### src/rtl/mtx_phase_gen.sv
// Multi-channel stepped-chirp phase generator: time-interleaved phase words on an
// AXI-Stream master, with frame/sync markers, per-channel offsets and frame-boundary config reload.
module mtx_phase_gen #(
  parameter int unsigned PHASE_WIDTH  = 24,
  parameter int unsigned NSIG_WIDTH   = 16,
  parameter int unsigned NSYMB_WIDTH  = 16,
  parameter int unsigned NCH          = 4,
  parameter int unsigned CH_WIDTH     = 2,
  parameter int unsigned TX_SYNC_BITS = 2,
  parameter logic [NSIG_WIDTH-1:0]  DEF_NSIG      = NSIG_WIDTH'(5120),
  parameter logic [NSYMB_WIDTH-1:0] DEF_NSYMB     = NSYMB_WIDTH'(256),
  parameter logic [PHASE_WIDTH-1:0] DEF_START_PH  = PHASE_WIDTH'(24'h800000),
  parameter logic [PHASE_WIDTH-1:0] DEF_START_INC = PHASE_WIDTH'(8192),
  parameter logic [PHASE_WIDTH-1:0] DEF_DPH_INC   = PHASE_WIDTH'(16384),
  parameter logic [PHASE_WIDTH-1:0] DEF_NPH_SHIFT = PHASE_WIDTH'(0)
) (
  input  logic                       clk,
  input  logic                       reset,
  input  logic                       srst,
  input  logic                       en,
  input  logic                       cfg_load,
  input  logic [NSIG_WIDTH-1:0]      cfg_nsig,
  input  logic [NSYMB_WIDTH-1:0]     cfg_nsymb,
  input  logic [PHASE_WIDTH-1:0]     cfg_start_ph,
  input  logic [PHASE_WIDTH-1:0]     cfg_start_inc,
  input  logic [PHASE_WIDTH-1:0]     cfg_dph_inc,
  input  logic [PHASE_WIDTH-1:0]     cfg_nph_shift,
  input  logic [NCH*PHASE_WIDTH-1:0] cfg_ch_off,
  output logic [PHASE_WIDTH-1:0]     out_tdata,
  output logic [CH_WIDTH-1:0]        out_tchan,
  output logic                       out_tvalid,
  input  logic                       out_tready,
  output logic                       out_tlast,
  output logic                       out_tuser,
  output logic                       sync_ready,
  output logic [NSYMB_WIDTH-1:0]     symb_idx,
  output logic [NSIG_WIDTH-1:0]      samp_idx
);

  typedef struct packed {
    logic [NSIG_WIDTH-1:0]      nsig;
    logic [NSYMB_WIDTH-1:0]     nsymb;
    logic [PHASE_WIDTH-1:0]     start_ph;
    logic [PHASE_WIDTH-1:0]     start_inc;
    logic [PHASE_WIDTH-1:0]     dph_inc;
    logic [PHASE_WIDTH-1:0]     nph_shift;
    logic [NCH*PHASE_WIDTH-1:0] ch_off;
  } cfg_t;

  localparam cfg_t CFG_DEF = '{
    nsig:      DEF_NSIG,
    nsymb:     DEF_NSYMB,
    start_ph:  DEF_START_PH,
    start_inc: DEF_START_INC,
    dph_inc:   DEF_DPH_INC,
    nph_shift: DEF_NPH_SHIFT,
    ch_off:    '0
  };

  localparam logic [CH_WIDTH-1:0] CH_LAST = CH_WIDTH'(NCH - 1);

  cfg_t cfg_in, shadow_q, act_q, eff;

  // Position and ramp state of the next beat to be loaded.
  logic [NSYMB_WIDTH-1:0]  k_q, k_d, nsymb_last;
  logic [NSIG_WIDTH-1:0]   n_q, n_d, nsig_last;
  logic [CH_WIDTH-1:0]     c_q, c_d;
  logic [PHASE_WIDTH-1:0]  base_q, base_d, inc_q, inc_d, sym_q, sym_d;
  logic [PHASE_WIDTH-1:0]  cur_base, cur_inc, cur_sym, beat_data;
  logic                    frame_start, beat_last, load_beat;
  logic [TX_SYNC_BITS-1:0] sync_cnt_q;

  logic [PHASE_WIDTH-1:0] tdata_q;
  logic [CH_WIDTH-1:0]    tchan_q;
  logic                   tvalid_q, tlast_q, tuser_q, sync_q;
  logic [NSYMB_WIDTH-1:0] symb_q;
  logic [NSIG_WIDTH-1:0]  samp_q;

  assign cfg_in = '{
    nsig:      cfg_nsig,
    nsymb:     cfg_nsymb,
    start_ph:  cfg_start_ph,
    start_inc: cfg_start_inc,
    dph_inc:   cfg_dph_inc,
    nph_shift: cfg_nph_shift,
    ch_off:    cfg_ch_off
  };

  assign load_beat = en & (~tvalid_q | out_tready);

  // The first beat of a frame is built from the shadow set, so a frame never mixes configs.
  always_comb begin
    // NOTE: every signal driven here is assigned unconditionally first, so no latch is inferred.
    frame_start = (k_q == '0) && (n_q == '0) && (c_q == '0);
    eff         = frame_start ? shadow_q : act_q;
    nsig_last   = (eff.nsig  == '0) ? '0 : eff.nsig  - NSIG_WIDTH'(1);
    nsymb_last  = (eff.nsymb == '0) ? '0 : eff.nsymb - NSYMB_WIDTH'(1);
    cur_base    = frame_start ? eff.start_ph  : base_q;
    cur_inc     = frame_start ? eff.start_inc : inc_q;
    cur_sym     = frame_start ? eff.start_ph  : sym_q;
    beat_data   = cur_base + eff.ch_off[c_q*PHASE_WIDTH +: PHASE_WIDTH];
    beat_last   = (n_q == nsig_last) && (c_q == CH_LAST);

    k_d    = k_q;
    n_d    = n_q;
    c_d    = c_q;
    base_d = cur_base;
    inc_d  = cur_inc;
    sym_d  = cur_sym;
    if (c_q != CH_LAST) begin
      c_d = c_q + CH_WIDTH'(1);
    end else begin
      c_d = '0;
      if (n_q != nsig_last) begin
        n_d    = n_q + NSIG_WIDTH'(1);
        base_d = cur_base + cur_inc;
      end else begin
        n_d    = '0;
        sym_d  = cur_sym - eff.nph_shift;
        inc_d  = cur_inc + eff.dph_inc;
        base_d = sym_d;
        k_d    = (k_q == nsymb_last) ? '0 : k_q + NSYMB_WIDTH'(1);
      end
    end
  end

  always_ff @(posedge clk or posedge reset) begin
    // NOTE: all state here uses non-blocking assignments so every register samples pre-edge values.
    if (reset) begin
      shadow_q   <= CFG_DEF;
      act_q      <= CFG_DEF;
      k_q        <= '0;
      n_q        <= '0;
      c_q        <= '0;
      base_q     <= '0;
      inc_q      <= '0;
      sym_q      <= '0;
      sync_cnt_q <= '1;
      tdata_q    <= '0;
      tchan_q    <= '0;
      tvalid_q   <= 1'b0;
      tlast_q    <= 1'b0;
      tuser_q    <= 1'b0;
      sync_q     <= 1'b1;
      symb_q     <= '0;
      samp_q     <= '0;
    end else begin
      if (cfg_load) shadow_q <= cfg_in;
      if (srst) begin
        act_q      <= shadow_q;
        k_q        <= '0;
        n_q        <= '0;
        c_q        <= '0;
        base_q     <= '0;
        inc_q      <= '0;
        sym_q      <= '0;
        sync_cnt_q <= '1;
        tdata_q    <= '0;
        tchan_q    <= '0;
        tvalid_q   <= 1'b0;
        tlast_q    <= 1'b0;
        tuser_q    <= 1'b0;
        sync_q     <= 1'b1;
        symb_q     <= '0;
        samp_q     <= '0;
      end else if (load_beat) begin
        if (frame_start) begin
          act_q      <= shadow_q;
          sync_cnt_q <= sync_cnt_q + TX_SYNC_BITS'(1);
          sync_q     <= &sync_cnt_q;
        end
        k_q      <= k_d;
        n_q      <= n_d;
        c_q      <= c_d;
        base_q   <= base_d;
        inc_q    <= inc_d;
        sym_q    <= sym_d;
        tdata_q  <= beat_data;
        tchan_q  <= c_q;
        tvalid_q <= 1'b1;
        tlast_q  <= beat_last;
        tuser_q  <= frame_start;
        symb_q   <= k_q;
        samp_q   <= n_q;
      end else if (tvalid_q && out_tready) begin
        tvalid_q <= 1'b0;
      end
    end
  end

  assign out_tdata  = tdata_q;
  assign out_tchan  = tchan_q;
  assign out_tvalid = tvalid_q;
  assign out_tlast  = tlast_q;
  assign out_tuser  = tuser_q;
  assign sync_ready = sync_q;
  assign symb_idx   = symb_q;
  assign samp_idx   = samp_q;

endmodule

### config.mk
export PLATFORM = sky130hd
export DESIGN_NAME = mtx_phase_gen
export DESIGN_NICKNAME = d
export VERILOG_FILES = /design/src/rtl/mtx_phase_gen.sv
export SDC_FILE = /design/constraint.sdc
export NUM_CORES = 2
export LEC_CHECK = 0
export CAP_MARGIN = 20
export CORE_MARGIN = 1
export CORE_UTILIZATION = 55
export CTS_BUF_LIST = sky130_fd_sc_hd__clkbuf_2
export CTS_CLUSTER_SIZE = 12
export DETAILED_ROUTE_END_ITERATION = 6
export PLACE_DENSITY = 0.77
export SYNTH_ARGS = -nofsm -noshare
export SYNTH_HDL_FRONTEND = slang
export SYNTH_SLANG_ARGS = --single-unit
### constraint.sdc
create_clock -name clk -period 24.8 [get_ports clk]
set_input_delay 6.2 -clock clk [delete_from_list [all_inputs] [get_ports clk]]
set_output_delay 6.2 -clock clk [all_outputs]
set_load 0.02 [all_outputs]
==> results.json <==
{
  "syn_nets": 3435,
  "critPathLaunch": "out_tdata[1]$_DFFE_PP0P_",
  "wl_per_cell_um": 20.4,
  "worstHoldStart": "base_q[20]$_DFFE_PP0P_",
  "tritoncts": "built",
  "outcome": "finished, violations left",
  "cts.clk_slew.worst_paths_ns": 0.12,
  "core_area_um2": 57700,
  "drive_gt1_share_pct": 22.0,
  "drcViolationCount": 2,
  "max_freq_ghz": 0.115,
  "yosysSeqAreaShare_pct": 44.5,
  "ff_latch_area_um2": 14300,
  "post_cts_resized": 0,
  "row_count": 88,
  "critPathMaxStageDelay_ns": 0.74,
  "area_growth_pct": 14.9,
  "fin_crit_sh_pct": 35.1,
  "drv_slew": 0,
  "fillers": 4636,
  "cts_buffer_depth": 3,
  "crit_type": "reg2out",
  "crit_slowest_cell": "clkdlybuf4s50_1",
  "hold_ws_ns": 0.483,
  "syn_area_um2": 32100,
  "grt_pass1_wl_um": 139000,
  "ant_nets": 0,
  "yosys_register_bits": 570,
  "tns_ns": 0,
  "cts-root-buf": "clkbuf_2",
  "drt-pass1-iter-count": 7,
  "io_buffers": 291,
  "drtIter0Drc": 1823,
  "cp_data_required_time_ns": 18.60,
  "htree_levels": 4,
  "routabilityCongestion": 0.932,
  "hp-class": "reg2reg",
  "p_leak_nw": 16.3,
  "vias": 25600,
  "fin_skew_ns": 0.0813,
  "powerDensity_nw_per_um2": 72.0,
  "clock_latency_ns": 1.39,
  "grt_setup_unrepaired": "false",
  "synth.avg_cell_area_um2": 10.3,
  "reg2reg_from": "c_q[0]$_DFFE_PP0P_",
  "track_usage_pct": 29.9,
  "synth_warnings": 0,
  "cts_setup_buffers": 0,
  "viasPerCell": 5.99,
  "crit_path_end_kind": "output port",
  "grt_max_degree": 143,
  "dieWidth_um": 244,
  "maxCapViolations": 0,
  "synth_area_leaders": "dfrtp_1 43%, mux2_2 14%, nand2_1 6.2%",
  "crit_arrival_ns": 2.50,
  "tightest_slew_ns": 1.10,
  "violations": "design-rule violations",
  "critPathTopFamily": "buffers and inverters",
  "ios": 292,
  "finalNetCount": 3727,
  "path_cells": "clkdlybuf4s50_1",
  "antenna_found_initial": 6,
  "synth_flop_cell": "dfrtp_1",
  "synth_top_cell_area_share_pct": 43.4,
  "yosysTopAreaCell": "dfrtp_1",
  "wl_um": 87100,
  "synth-async-reset-ratio_pct": 100,
  "cts_sinks": 570,
  "worstSetupStartpointType": "flip-flop",
  "grt_overflow": 0,
  "critPathMaxFanout": 2,
  "path_buf_inv": 1,
  "cts_inserted_buffers": 151,
  "dp_slack_ns": 14.66,
  "grt_pass1_vias": 25800,
  "relSlewSlack_pct": 26.5,
  "synth-edff-count": 0,
  "fin_ws_ns": 16.10,
  "ir_worst_vdd_mv": 0.0463,
  "place_hpwl_um": 61600,
  "setup_viol": 0,
  "hold_violations": 0,
  "period_needed_ns": 8.70,
  "multi_input_area_um2": 16900,
  "synth_cell_types": 90,
  "syn_inst": 3100,
  "dieArea_um2": 59300,
  "start_util_pct": 55.6,
  "die_h_um": 244,
  "cts_hold_buf": 0,
  "fin_util_pct": 63.9
}
cells by family (layout without fill, tap and decap cells):
| kind of cell | after synthesis | count (layout) | share of synthesized area, % |
|---|---|---|---|
| simple gates | 983 | 983 | 14.0 |
| fa+ha+maj | 105 | 105 | 4.19 |
| mux | 525 | 525 | 19.8 |
| flops | 570 | 570 | 44.5 |
| other cells | 0 | 6 | 0 |
| compound gates | 578 | 578 | 11.5 |
| xor+xnor | 114 | 114 | 3.11 |
| buf+inv | 225 | 630 | 2.87 |
layout by cell type, fill, tap and decap left out, types with 19 or more instances in the layout:
cell             Yosys  final
a211oi_1            60     60
a21o_1              40     40
a21oi_1            178    178
a22oi_1             21     21
and3_1              35     35
buf_4                7     31
clkbuf_2             0    226
clkdlybuf4s50_1      0    289
clkinv_1             1     25
dfrtp_1            557    556
ha_1               101    101
inv_1               39     38
mux2_2             400    400
mux2i_1             75     75
mux4_2              48     48
nand2_1            530    527
nand2b_1            19     19
nand3_1             39     39
nor2_1             143    141
nor3_1              67     67
nor4_1              27     27
o21a_1              21     21
o21ai_0            121    121
or3_1               20     20
xnor2_1             72     72
xor2_1              42     42
worst register-to-register path: stages, from the launching register on:
cell and delay [ns]:
dfrtp_1 0.38, buf_4 0.24, clkinv_1 0.53, ha_1 0.32
nor4b_1 0.38, nand4_1 0.16, buf_4 0.25, nor2_4 0.13
buf_4 0.38, buf_4 0.63, nand2_1 0.29, a21boi_0 0.19
ha_1 0.28, fa_1 0.47, nor2b_1 0.17, o31a_1 0.24
o2111ai_1 0.20, a311oi_1 0.74, a211oi_1 0.18, o41a_1 0.51
o211ai_1 0.26, nand3_1 0.13, and3b_1 0.19, o221a_2 0.24
registers in the layout, summed over array words and instances, names as in the netlist, 24 cells and up:
register   flops
sym_q         24
act_q        176
inc_q         24
out_tdata     24
base_q        24
shadow_q     224
metrics by stage:
step / cells / power, mW / instance area, µm²
3_3_place_gp: 4001 / 1.96 / 35500
5_1_grt: 4274 / 2.82 / 36900
4_1_cts: 4268 / 2.67 / 36800
3_5_place_dp: 4002 / 1.99 / 35500
6_report: 4276 / 2.66 / 36900
2_1_floorplan: 3100 / 1.73 / 32100
Yosys cell counts (all sizes together) (6+ instances only):
| master | count |
|---|---|
| and2 | 7 |
| nand3 | 40 |
| xor2 | 42 |
| nor4 | 28 |
| o31ai | 9 |
| mux2 | 402 |
| dfrtp | 557 |
| nand2b | 19 |
| and4 | 9 |
| xnor2 | 72 |
| o41ai | 6 |
| buf | 51 |
| or4 | 11 |
| o21a | 21 |
| a22o | 7 |
| a22oi | 21 |
| and3 | 35 |
| nor3 | 68 |
| a21oi | 178 |
| a211o | 9 |
| a31oi | 13 |
| nand4 | 10 |
| inv | 40 |
| mux4 | 48 |
| a211oi | 60 |
| o21ai | 131 |
| or3 | 20 |
| nor2b | 16 |
| nor2 | 144 |
| a21o | 41 |
| o211ai | 9 |
| o21bai | 11 |
| nor4b | 6 |
| nor3b | 13 |
| nand2 | 530 |
| clkbuf | 133 |
| mux2i | 75 |
| o31a | 7 |
| dfstp | 13 |
| ha | 101 |
power breakdown:
group          switching, mW  internal (mW)
registers             0.0836           1.04
clock network          0.412          0.257
logic                  0.477          0.391
total                  0.972           1.68
worst paths after layout:
check / end / cells past startpoint / slack [ns]
worst max-delay path: out_tdata[1] / 1 / 16.10
worst min-delay path: base_q[20]$_DFFE_PP0P_ / 1 / 0.48
worst max register to register: sym_q[22]$_DFFE_PP0P_ / 23 / 17.16
worst min register to register: base_q[20]$_DFFE_PP0P_ / 1 / 0.48
max in group asynchronous: shadow_q[132]$_DFFE_PP0P_ / 5 / 16.23
min in group asynchronous: shadow_q[48]$_DFFE_PP0P_ / 2 / 5.41
per-layer routing:
metal  vias to the layer above  part of all wire (%)  global-route usage [%]
li1                      11800                     -                       -
met1                     12700                    43                    40.0
met2                       915                    47                    46.7
met3                       178                   7.7                    7.29
met4                         2                   3.1                    11.9
met5                         -                0.0080                       0
layout make-up:
| type | count | share of cell area (%) |
|---|---|---|
| Multi-Input combinational cell | 2305 | 45.9 |
| Sequential cell | 570 | 38.7 |
| Timing Repair Buffer | 323 | 8.55 |
| Clock buffer | 225 | 3.05 |
| Tap cell | 765 | 2.60 |
| Clock inverter | 41 | 0.665 |
| Inverter | 41 | 0.438 |
| Antenna cell | 6 | 0.0407 |
No activity file was read; power rests on OpenSTA's default activity.
